`src/rtl/noc_tx_arbiter_pkg.sv`:
```
// Shared NoC transmit-arbiter types and constants.
package noc_tx_arbiter_pkg;

   typedef enum logic {
      StArb  = 1'b0,
      StXfer = 1'b1
   } arb_state_e;

   localparam int unsigned BeatCntW        = 8;
   localparam int unsigned MaxBeatsDefault = 64;
   localparam int unsigned PktCntW         = 16;

endpackage

```
`src/rtl/noc_tx_arbiter_rr_pick.sv`:
```
// Rotate-priority first-one search: first set request at or above the pointer, wrapping.
module noc_tx_arbiter_rr_pick #(
   parameter int unsigned N    = 4,
   parameter int unsigned IdxW = $clog2(N)
) (
   input  logic [N-1:0]    i_req,
   input  logic [IdxW-1:0] i_ptr,
   output logic [IdxW-1:0] o_idx,
   output logic            o_any
);

   logic            w_found;
   logic [IdxW-1:0] w_cand;

   always_comb begin
      o_idx   = '0;
      o_any   = |i_req;
      w_found = 1'b0;
      w_cand  = '0;
      for (int unsigned k = 0; k < N; k++) begin
         w_cand = IdxW'((32'(i_ptr) + k) % N);
         if (!w_found && i_req[w_cand]) begin
            o_idx   = w_cand;
            w_found = 1'b1;
         end
      end
   end

endmodule

```
`src/rtl/noc_tx_arbiter.sv`:
```
// Packet-level round-robin arbiter merging N_REQ AXI-stream sources onto one NoC stream.
module noc_tx_arbiter
   import noc_tx_arbiter_pkg::*;
#(
   parameter int unsigned BW        = 32,
   parameter int unsigned BWB       = BW / 8,
   parameter int unsigned N_REQ     = 4,
   parameter int unsigned MAX_BEATS = MaxBeatsDefault
) (
   input  logic                       clk_line,
   input  logic                       clk_line_rst_low,
   input  logic [N_REQ-1:0]           req_TVALID,
   input  logic [N_REQ*BW-1:0]        req_TDATA,
   input  logic [N_REQ*BWB-1:0]       req_TKEEP,
   input  logic [N_REQ-1:0]           req_TLAST,
   output logic [N_REQ-1:0]           req_TREADY,
   input  logic                       stream_out_TREADY,
   output logic                       stream_out_TVALID,
   output logic [BW-1:0]              stream_out_TDATA,
   output logic [BWB-1:0]             stream_out_TKEEP,
   output logic                       stream_out_TLAST,
   output logic [$clog2(N_REQ)-1:0]   grant_id,
   output logic                       busy,
   output logic [PktCntW-1:0]         pkt_count,
   output logic                       err_overlen,
   input  logic                       err_clr
);

   localparam int unsigned IdxW = $clog2(N_REQ);

   arb_state_e          r_state, w_state_d;
   logic [IdxW-1:0]     r_grant, r_rr_ptr, w_pick_idx;
   logic                w_pick_any;
   logic [BeatCntW-1:0] r_beat_cnt;
   logic [PktCntW-1:0]  r_pkt_count;
   logic                r_err;
   logic                w_sel_valid, w_sel_last, w_accept, w_last_acc, w_err_set;

   noc_tx_arbiter_rr_pick #(
      .N    (N_REQ),
      .IdxW (IdxW)
   ) u_rr_pick (
      .i_req (req_TVALID),
      .i_ptr (r_rr_ptr),
      .o_idx (w_pick_idx),
      .o_any (w_pick_any)
   );

   assign w_sel_valid = req_TVALID[r_grant];
   assign w_sel_last  = req_TLAST[r_grant];
   assign w_accept    = (r_state == StXfer) && w_sel_valid && stream_out_TREADY;
   assign w_last_acc  = w_accept && w_sel_last;
   // Flag the beat that takes the non-last count up to MAX_BEATS.
   assign w_err_set   = w_accept && !w_sel_last && ((32'(r_beat_cnt) + 1) == MAX_BEATS);

   always_comb begin
      w_state_d         = r_state;
      req_TREADY        = '0;
      stream_out_TVALID = 1'b0;
      stream_out_TDATA  = '0;
      stream_out_TKEEP  = '0;
      stream_out_TLAST  = 1'b0;
      unique case (r_state)
         StArb: begin
            if (w_pick_any) w_state_d = StXfer;
         end
         StXfer: begin
            req_TREADY[r_grant] = stream_out_TREADY;
            stream_out_TVALID   = w_sel_valid;
            if (w_sel_valid) begin
               stream_out_TDATA = req_TDATA[32'(r_grant) * BW +: BW];
               stream_out_TKEEP = req_TKEEP[32'(r_grant) * BWB +: BWB];
               stream_out_TLAST = w_sel_last;
            end
            if (w_last_acc) w_state_d = StArb;
         end
      endcase
   end

   always_ff @(posedge clk_line or negedge clk_line_rst_low) begin
      if (!clk_line_rst_low) begin
         r_state     <= StArb;
         r_grant     <= '0;
         r_rr_ptr    <= '0;
         r_pkt_count <= '0;
      end else begin
         r_state <= w_state_d;
         if (r_state == StArb && w_pick_any) r_grant <= w_pick_idx;
         if (w_last_acc) begin
            r_rr_ptr    <= (32'(r_grant) == N_REQ - 1) ? '0 : r_grant + 1'b1;
            r_pkt_count <= r_pkt_count + 1'b1;
         end
      end
   end

   always_ff @(posedge clk_line or negedge clk_line_rst_low) begin
      if (!clk_line_rst_low) begin
         r_beat_cnt <= '0;
         r_err      <= 1'b0;
      end else begin
         if (r_state == StArb) begin
            r_beat_cnt <= '0;
         end else if (w_accept && !w_sel_last && r_beat_cnt != '1) begin
            r_beat_cnt <= r_beat_cnt + 1'b1;
         end
         if (w_err_set) begin
            r_err <= 1'b1;
         end else if (err_clr) begin
            r_err <= 1'b0;
         end
      end
   end

   assign busy        = (r_state == StXfer);
   assign grant_id    = r_grant;
   assign pkt_count   = r_pkt_count;
   assign err_overlen = r_err;

endmodule
```
`config.mk`:
```
export PLATFORM = sky130hd
export DESIGN_NAME = noc_tx_arbiter
export DESIGN_NICKNAME = d
export VERILOG_FILES = /design/src/rtl/noc_tx_arbiter_pkg.sv /design/src/rtl/noc_tx_arbiter_rr_pick.sv /design/src/rtl/noc_tx_arbiter.sv
export SDC_FILE = /design/constraint.sdc
export NUM_CORES = 1
export LEC_CHECK = 0
export ABC_AREA = 0
export CORE_MARGIN = 2
export CORE_UTILIZATION = 37
export DETAILED_ROUTE_END_ITERATION = 12
export MAX_ROUTING_LAYER = met4
export PLACE_DENSITY_LB_ADDON = 0.08
export SKIP_LAST_GASP = 1
export SYNTH_ARGS = -nofsm -noshare
export SYNTH_HDL_FRONTEND = slang
export SYNTH_SLANG_ARGS = --single-unit
```
`constraint.sdc`:
```
create_clock -name clk_line -period 3.3 [get_ports clk_line]
set_input_delay 0.825 -clock clk_line [delete_from_list [all_inputs] [get_ports clk_line]]
set_output_delay 0.825 -clock clk_line [all_outputs]
set_load 0.005 [all_outputs]
```
==> run_results.csv, run 1 <==
group,metric,value,unit
timing,rsz0062_at_grt,"yes",
global_route,antenna_found_initial,0,
timing,skew,8.21,ps
global_route,grt_pass1_vias,3514,
synthesis,ys_warn_count,0,
layout,layout_common_cells,"clkdlybuf4s50_1 (201), and3_1 (45), mux4_2 (39)",
floorplanning,placementRows,32,
synthesis,synth_edf_count,0,
worst_setup_path,arrival,2470,ps
clock_tree,path_clk_slew,70,ps
power,switching_share,35.5,%
power,switchingPower,1.06,mW
global_route,grt_overflow,0,
power,clock_power_share,10.5,%
clock_tree,cts_num_sinks,30,
synthesis,ys_types,45,
synthesis,synthArstFlopShare,100,%
layout,fin_cells,590,
timing,timing.hold.ws,463,ps
power,p_total,2.97,mW
synthesis,syn_inst,263,
power,leakagePower,2.34,nW
route,avgRoutedWirePerCell,19.3,um
global_route,grt_max_degree,38,
placed_design,gp_congestion,0.921,
route,dr.pass1.iters,4,
worst_setup_path,cp_max_fo,13,
route,vias,3201,
timing,post-route-min-period,3300,ps
layout,nets,650,
power,comb_power_share,71.7,%
placed_design,pre_cts_ws,-165,ps
layout,drive_gt1_share,17.2,%
outcome,run_status,"completed",
timing,fin_crit_sh,100,%
timing,relSlewSlack,62.2,%
floorplanning,coreArea,7650,um2
timing,setup_viol,0,
floorplanning,die-width,92.3,um
clock_tree,clock_latency,290,ps
power,power_density,551,nW/um2
placed_design,place_inst,576,
floorplanning,die_area,8510,um2
route,viasPerCell,5.43,
timing,fmax,303,MHz
placed_design,dp_hpwl,9260,um
power,vdd_ir_drop_max,0.000349,V
timing,slew_viol_final,0,
synthesis,syn_area,2880,um2
timing,max_slew.worst_pin.slew,562,ps
route,totalWireLength,11400,um
worst_setup_path,critPathRequiredTime,2470,ps
route,antenna_left,0,
layout,num_antenna_cells,0,
global_route,grt_use_total,28.2,%
run,drv_cap,0,
timing,setup_ws,0.940,ps
layout,register_area,753,um2
power,p_int,1.92,mW
route,drt-initial-drc-count,166,
synthesis,synth_top_flop_cell,"dfrtp_1",
layout,fill_cells,596,
synthesis,seq_area_frac_synth,26.1,%
floorplanning,io-pin-count,218,
min_path,hp-class,"reg -> reg",
power,seqPwrFrac,17.7,%
placed_design,port_buffers,217,
clock_tree,cts_tree,"built",
clock_tree,cts-root-buf,"clkbuf_8",
worst_setup_path,critPathKind,"in -> out",
global_route,grt_pass1_wl,18000,um
clock_tree,h-tree-depth,2,
synthesis,synth_seq_cells,30,
floorplanning,die_h,92.3,um
clock_tree,hold_buffers,0,
synthesis,synth_nets,426,
layout,syn_to_final_growth,87.1,%
timing,timing_hold_violations_final,0,
worst_setup_path,crit_path_start_kind,"primary input",
clock_tree,cts_inserted_buffers,5,
floorplanning,start_util,37.7,%
synthesis,syn_avg_cell_area,11.0,um2
timing,setup_tns,0,ps
layout,final_common_cell,"clkdlybuf4s50_1",
clock_tree,cts.path.max_buffers,2,
worst_setup_path,end_kind,"output pin",
layout,multi_input_area,2010,um2
route,drc,0,
## flip-flops by register name, summed over array words and instances, names as in the netlist
register     cells
pkt_count       16
r_beat_cnt       8
grant_id         2
r_rr_ptr         2
busy             1
err_overlen      1
## layer usage
metal	up-vias	GRT usage (%)	part of all wire, %
li1	1476	-	-
met1	1578	32.2	37
met2	128	50.2	54
met3	19	5.59	6.4
met4	0	7.96	2.3
met5	-	-	0
## what timing repair did
action / CTS / global route
resized for setup: 16 / 15
setup buffers: 4 / 1
gates cloned: 1 / 0
setup endpoints to repair: 38 / 35
## Yosys cell counts (2+ instances only)
| cell type | n | area (um2) |
|---|---|---|
| xor2_1 | 9 | 78.8 |
| inv_1 | 10 | 37.5 |
| and3_1 | 45 | 282 |
| o221ai_1 | 2 | 17.5 |
| o311a_1 | 3 | 30.0 |
| nor4_1 | 4 | 25.0 |
| xnor2_1 | 6 | 52.6 |
| a21o_1 | 2 | 15.0 |
| o21ai_0 | 2 | 10.0 |
| mux2_2 | 2 | 22.5 |
| mux4_2 | 39 | 878 |
| nand2b_1 | 2 | 12.5 |
| buf_2 | 4 | 20.0 |
| nor3_1 | 5 | 25.0 |
| and2_1 | 4 | 25.0 |
| nand3_1 | 9 | 45.0 |
| mux2i_1 | 6 | 60.1 |
| clkbuf_1 | 14 | 52.6 |
| buf_4 | 2 | 15.0 |
| nand4_1 | 3 | 18.8 |
| nor2b_1 | 4 | 25.0 |
| a21oi_1 | 3 | 15.0 |
| or3b_2 | 2 | 17.5 |
| a31o_2 | 3 | 26.3 |
| dfrtp_1 | 30 | 751 |
| nor2_1 | 6 | 22.5 |
| ha_1 | 7 | 87.6 |
| nand2_1 | 18 | 67.6 |
## kinds of logic after synthesis
group	synth area share [%]
flops	26.1
compound gates	6.51
buf+inv	4.34
mux	33.3
simple gates	22.1
xor+xnor	4.56
fa+ha+maj	3.04
## power by group through the flow
stage | sequential, mW | clock, mW | combinational (mW)
floorplan | 0.508 | 0 | 1.08
global placement | 0.530 | 0 | 2.05
detailed placement | 0.533 | 0 | 2.08
CTS | 0.527 | 0.324 | 2.16
global route | 0.538 | 0.334 | 2.29
finish | 0.527 | 0.312 | 2.13
## critical path, stage by stage
cell and delay, ps:
dlygate4sd2_1 240, mux4_2 570, buf_12 190, and3_1 190, clkdlybuf4s50_1 450
## through the flow
step           utilization, %  area [um2]
3_5_place_dp             68.3        5230
3_3_place_gp             68.3        5230
2_1_floorplan               -        2880
6_report                 70.5        5390
5_1_grt                  70.5        5390
4_1_cts                  70.4        5380
## area by class of cell
type | count | share of cell area, %
clock inverter | 2 | 0.232
inverter | 10 | 0.696
clock buffer | 6 | 1.53
sequential | 30 | 14.0
multi-input combinational | 203 | 37.2
tap | 102 | 2.37
timing repair buffer | 237 | 44.0
## worst paths after layout
path                                        from                    to  slack [ps]  depth (start not counted)
worst min-delay path               pkt_count[15]         pkt_count[15]         460                          1
worst max-delay path               req_TVALID[3]  stream_out_TDATA[15]         0.9                          5
worst min register to register     pkt_count[15]         pkt_count[15]         460                          1
min in group asynchronous       clk_line_rst_low         r_beat_cnt[3]         930                          2
worst max register to register       grant_id[0]          pkt_count[1]         870                          7
max in group asynchronous       clk_line_rst_low           grant_id[1]        2060                          2
Power figures use the tool's default switching activity.
==> run 2, diff against run 1 <==
- PLACE_DENSITY: default -> 0.87
- PLACE_DENSITY_LB_ADDON: 0.08 -> default
==> run 2 against run 1 <==
Against the previous run: the flow now finishes with violations (setup timing); final area increased by 3.1%; die area did not move; critical path depth up 1; global-route usage down 0.25 points; count of clock-buffer cells in the layout is 1 higher.
==> run_results.csv, run 2 (same netlist as run 1, synthesis figures left out) <==
group,metric,value,unit
timing,setup_ws,-40.6,ps
floorplanning,coreArea,7650,um2
worst_setup_path,r2r_start,"grant_id[0]",
global_route,grt_max_degree,45,
floorplanning,start_util,37.7,%
placed_design,place_inst,576,
outcome,run_status,"complete, but fails checks",
clock_tree,cts-root-buf,"clkbuf_8",
route,viasPerCell,5.51,
timing,max_slew.worst_pin.slew,657,ps
route,totalWireLength,12100,um
worst_setup_path,timing.rr.end,"pkt_count[1]",
timing,timing.hold.ws,473,ps
route,avgRoutedWirePerCell,20.4,um
min_path,hold_depth,1,
power,seqPwrFrac,17.4,%
layout,fill_cells,524,
timing,rsz0062_at_grt,"yes",
outcome,violations,"setup timing",
worst_setup_path,crit_path_start_kind,"primary input",
layout,syn_to_final_growth,92.8,%
timing,timing_hold_violations_final,0,
clock_tree,cts_num_sinks,30,
floorplanning,placementRows,32,
power,clock_power_share,11.6,%
layout,multi_input_area,2010,um2
global_route,met3_usage,5.67,%
clock_tree,clock_latency,290,ps
power,vdd_ir_drop_max,0.000285,V
power,p_int,2.04,mW
power,switchingPower,1.11,mW
route,drc,0,
clock_tree,path_clk_slew,60,ps
min_path,hp-start,"pkt_count[15]",
floorplanning,die-width,92.3,um
power,leakagePower,2.74,nW
layout,drive_gt1_share,16.5,%
run,drv_cap,0,
route,antenna_left,0,
global_route,grt-busiest-layer,"met2",
min_path,min_to,"pkt_count[15]",
layout,layout_common_cells,"clkdlybuf4s50_1 (176), and3_1 (45), mux4_2 (39)",
layout,largest_reg_flops,16,
timing,setup_viol,2,
min_path,hp-class,"reg -> reg",
worst_setup_path,cp_max_fo,13,
placed_design,dp_hpwl,9360,um
layout,final_common_cell,"clkdlybuf4s50_1",
layout,register_area,753,um2
timing,setup_tns,-66.1,ps
global_route,grt_pass1_wl,17700,um
worst_setup_path,end_kind,"output pin",
clock_tree,cts_inserted_buffers,5,
global_route,grt_pass1_vias,3407,
worst_setup_path,critPathKind,"in -> out",
floorplanning,die_h,92.3,um
global_route,antenna_found_initial,0,
global_route,globalRouteMet1Util,30.1,%
global_route,met2_usage,51.2,%
power,switching_share,35.2,%
timing,slew_viol_final,0,
global_route,grt_use_total,27.9,%
layout,final_cell_area,5560,um2
floorplanning,die_area,8510,um2
floorplanning,io-pin-count,218,
clock_tree,cts_tree,"built",
placed_design,gp_congestion,0.955,
clock_tree,h-tree-depth,2,
worst_setup_path,critPathRequiredTime,2470,ps
timing,fin_crit_sh,101,%
layout,fin_cells,593,
route,drt-initial-drc-count,162,
power,power_density,566,nW/um2
power,comb_power_share,71.1,%
worst_setup_path,arrival,2520,ps
placed_design,port_buffers,217,
worst_setup_path,r2r_cells,7,
timing,post-route-min-period,3340,ps
layout,final_util,72.6,%
timing,relSlewSlack,55.9,%
placed_design,dpl_cell_area,5250,um2
global_route,grt_overflow,0,
clock_tree,hold_buffers,0,
route,dr.pass1.iters,8,
route,vias,3269,
layout,nets,653,
clock_tree,cts.path.max_buffers,2,
layout,num_antenna_cells,0,
timing,fmax,299,MHz
worst_setup_path,rrSetupSlack,880,ps
timing,skew,6.17,ps
==> run 2: cell types whose count changed in the layout (fill, tap and decap cells not counted), moves of 4 or more <==
| cell | previous run | this run |
|---|---|---|
| dlymetal6s2s_1 | 5 | 27 |
| clkbuf_2 | 4 | 0 |
| dlygate4sd2_1 | 6 | 13 |
| clkdlybuf4s50_1 | 201 | 176 |
==> run 2: worst max path at each step <==
stage / slack [ps] / depth (start not counted) / startpoint / endpoint
floorplan: 600 / 4 / req_TVALID[3] / stream_out_TDATA[10]
global placement: -130 / 5 / req_TVALID[3] / stream_out_TDATA[4]
detailed placement: -190 / 5 / req_TVALID[3] / stream_out_TDATA[16]
CTS: -110 / 5 / req_TVALID[3] / stream_out_TDATA[3]
global route: -70 / 6 / req_TVALID[3] / stream_out_TDATA[29]
finish: -40 / 6 / req_TVALID[3] / stream_out_TDATA[29]
==> run 2: per-stage QoR <==
stage               setup slack [ps]  total power, mW
finish                         -40.6             3.14
global route                   -70.4             3.31
CTS                             -105             3.12
detailed placement              -192             2.66
global placement                -132             2.62
floorplan                        604             1.59
==> run 2: metal layers <==
metal	share of wire, %	vias to the layer above
met3	6.7	22
met5	0	-
met1	36	1571
li1	-	1479
met2	55	197
met4	2.4	0
==> run 2: power groups by stage <==
stage	logic (mW)	clock network, mW	registers, mW
after global routing	2.37	0.384	0.556
after floorplan	1.08	0	0.508
final	2.23	0.364	0.546
after CTS	2.20	0.370	0.545
after global placement	2.08	0	0.544
after detailed placement	2.11	0	0.551
==> run 2: repair_timing <==
item / in CTS / in global routing
gates cloned: 2 / 1
setup endpoints to repair: 38 / 34
gates resized for setup: 20 / 27
buffers inserted: 3 / 3
==> run 2: final cells by class <==
type	count	area share, %
timing repair buffer	240	45.5
multi-input combinational	203	36.1
sequential	30	13.6
tap	102	2.30
clock buffer	7	1.37
inverter	10	0.676
clock inverter	1	0.541
==> run 2: worst max-delay path: stages <==
cell,delay [ps]
dlygate4sd2_1,250
mux4_2,510
buf_12,170
buf_12,140
and3_1,150
clkdlybuf4s50_1,460
==> run 3, diff against run 2 <==
- CORE_MARGIN: 2 -> default
==> run 3 against run 2 <==
Against the previous run: the flow still finishes with violations (setup timing); critical endpoint is now stream_out_TDATA[13]; largest cell class unchanged; count of clock-buffer cells in the layout up 1; critical path type unchanged; combinational power is 4% lower; non-clock buffer count decreased by 2.
==> run_results.csv, run 3 (same netlist as run 1, synthesis figures left out) <==
group,metric,value,unit
clock_tree,path_clk_slew,60,ps
power,comb_power_share,71.0,%
global_route,antenna_found_initial,0,
timing,fin_crit_sh,101,%
worst_setup_path,crit_family,"buffers and inverters",
global_route,grt_pass1_vias,3426,
placed_design,gp_congestion,0.910,
power,clock_power_share,11.3,%
timing,max_slew.worst_pin.slew,658,ps
layout,fill_cells,525,
placed_design,port_buffers,217,
worst_setup_path,critPathRequiredTime,2470,ps
floorplanning,die-width,90.3,um
clock_tree,cts_inserted_buffers,5,
timing,rsz0062_at_grt,"yes",
timing,post-route-min-period,3320,ps
worst_setup_path,crit_slowest_cell,"mux4_2",
layout,layout_common_cells,"clkdlybuf4s50_1 (203), and3_1 (45), mux4_2 (39)",
timing,fmax,301,MHz
worst_setup_path,cpPeakStageDelay,580,ps
layout,drive_gt1_share,17.0,%
outcome,run_status,"complete, but fails checks",
layout,final_common_cell,"clkdlybuf4s50_1",
clock_tree,cts-root-buf,"clkbuf_8",
route,totalWireLength,11800,um
layout,syn_to_final_growth,88.1,%
power,leakagePower,2.36,nW
timing,timing_hold_violations_final,0,
clock_tree,cts_num_sinks,30,
worst_setup_path,path_cells,"dlygate4sd2_1 -> mux4_2 -> buf_12 -> and3_1 -> clkdlybuf4s50_1",
floorplanning,die_h,90.3,um
worst_setup_path,arrival,2500,ps
clock_tree,cts.path.max_buffers,2,
placed_design,dp_hpwl,9610,um
route,vias,3257,
global_route,grt_max_degree,34,
power,p_total,3.04,mW
route,antenna_left,0,
layout,register_area,753,um2
floorplanning,placementRows,31,
worst_setup_path,cp_max_fo,10,
timing,relSlewSlack,55.8,%
layout,largest_reg_flops,16,
clock_tree,hold_buffers,0,
global_route,globalRouteMet1Util,33.1,%
layout,num_antenna_cells,0,
worst_setup_path,crit_path_start_kind,"primary input",
layout,final_util,73.1,%
layout,nets,651,
route,viasPerCell,5.54,
route,drc,0,
clock_tree,h-tree-depth,2,
floorplanning,io-pin-count,218,
global_route,grt_overflow,0,
worst_setup_path,end_kind,"output pin",
floorplanning,start_util,38.9,%
route,dr.pass1.iters,4,
layout,multi_input_area,2010,um2
worst_setup_path,critPathBufInv,3,
worst_setup_path,critPathKind,"in -> out",
layout,final_cell_area,5420,um2
route,avgRoutedWirePerCell,20.0,um
placed_design,pre_cts_ws,-166,ps
global_route,grt_use_total,29.7,%
floorplanning,die_area,8150,um2
global_route,grt-busiest-layer,"met2",
power,p_int,1.98,mW
timing,slew_viol_final,0,
floorplanning,coreArea,7410,um2
global_route,grt_pass1_wl,17900,um
clock_tree,cts_tree,"built",
global_route,met2_usage,52.5,%
power,vdd_ir_drop_max,0.000379,V
outcome,violations,"setup timing",
run,drv_cap,0,
global_route,met3_usage,7.58,%
placed_design,dpl_cell_area,5260,um2
timing,setup_ws,-23.9,ps
power,seqPwrFrac,17.7,%
timing,setup_viol,2,
power,switching_share,34.9,%
power,switchingPower,1.06,mW
route,drt-initial-drc-count,129,
power,power_density,560,nW/um2
clock_tree,clock_latency,280,ps
timing,setup_tns,-32.0,ps
timing,skew,7.66,ps
min_path,hp-class,"reg -> reg",
[run 3: changes by cell type in the layout (fill, tap and decap cells not counted), moves of 2 or more]
cell | before | now
dlymetal6s2s_1 | 27 | 6
buf_16 | 2 | 0
clkbuf_2 | 0 | 2
clkbuf_1 | 2 | 0
buf_12 | 5 | 3
clkbuf_8 | 5 | 8
clkdlybuf4s50_1 | 176 | 203
dlygate4sd2_1 | 13 | 5
buf_4 | 14 | 16
[run 3: routing by layer]
metal	vias up	part of all wire [%]
met5	-	0
met4	0	2.2
met3	22	7.7
met2	168	52
met1	1589	38
li1	1478	-
[run 3: area by class of cell]
type,instances,area share (%)
clock buffers,8,2.03
inverters,10,0.693
multi-input cells,203,37.0
flip-flops and latches,30,13.9
well taps,99,2.29
repair buffers,238,44.1
[run 3: path summary, 6_finish.rpt]
path | startpoint | end | slack [ps] | cells after the start
max | req_TVALID[1] | stream_out_TDATA[13] | -20 | 5
min | pkt_count[15] | pkt_count[15] | 480 | 1
max reg2reg | grant_id[0] | pkt_count[1] | 950 | 6
min reg2reg | pkt_count[15] | pkt_count[15] | 480 | 1
max in group asynchronous | clk_line_rst_low | grant_id[1] | 2040 | 2
min in group asynchronous | clk_line_rst_low | r_beat_cnt[3] | 940 | 2
[run 3: repair_timing]
item	in CTS	in global routing
gates cloned	1	0
gates resized for setup	13	12
buffers inserted	3	0
setup endpoints to repair	38	35
[run 3: power groups by stage]
stage	combinational, mW	sequential [mW]	clock, mW
2_1_floorplan	1.08	0.508	0
3_3_place_gp	2.07	0.539	0
3_5_place_dp	2.12	0.543	0
4_1_cts	2.18	0.537	0.352
5_1_grt	2.30	0.551	0.361
6_report	2.15	0.539	0.342
[run 3: through the flow]
stage | instances | hold slack [ps]
after global routing | 588 | 506
after global placement | 576 | 458
after CTS | 588 | 490
final | 588 | 482
after detailed placement | 576 | 483
after floorplan | 263 | 465
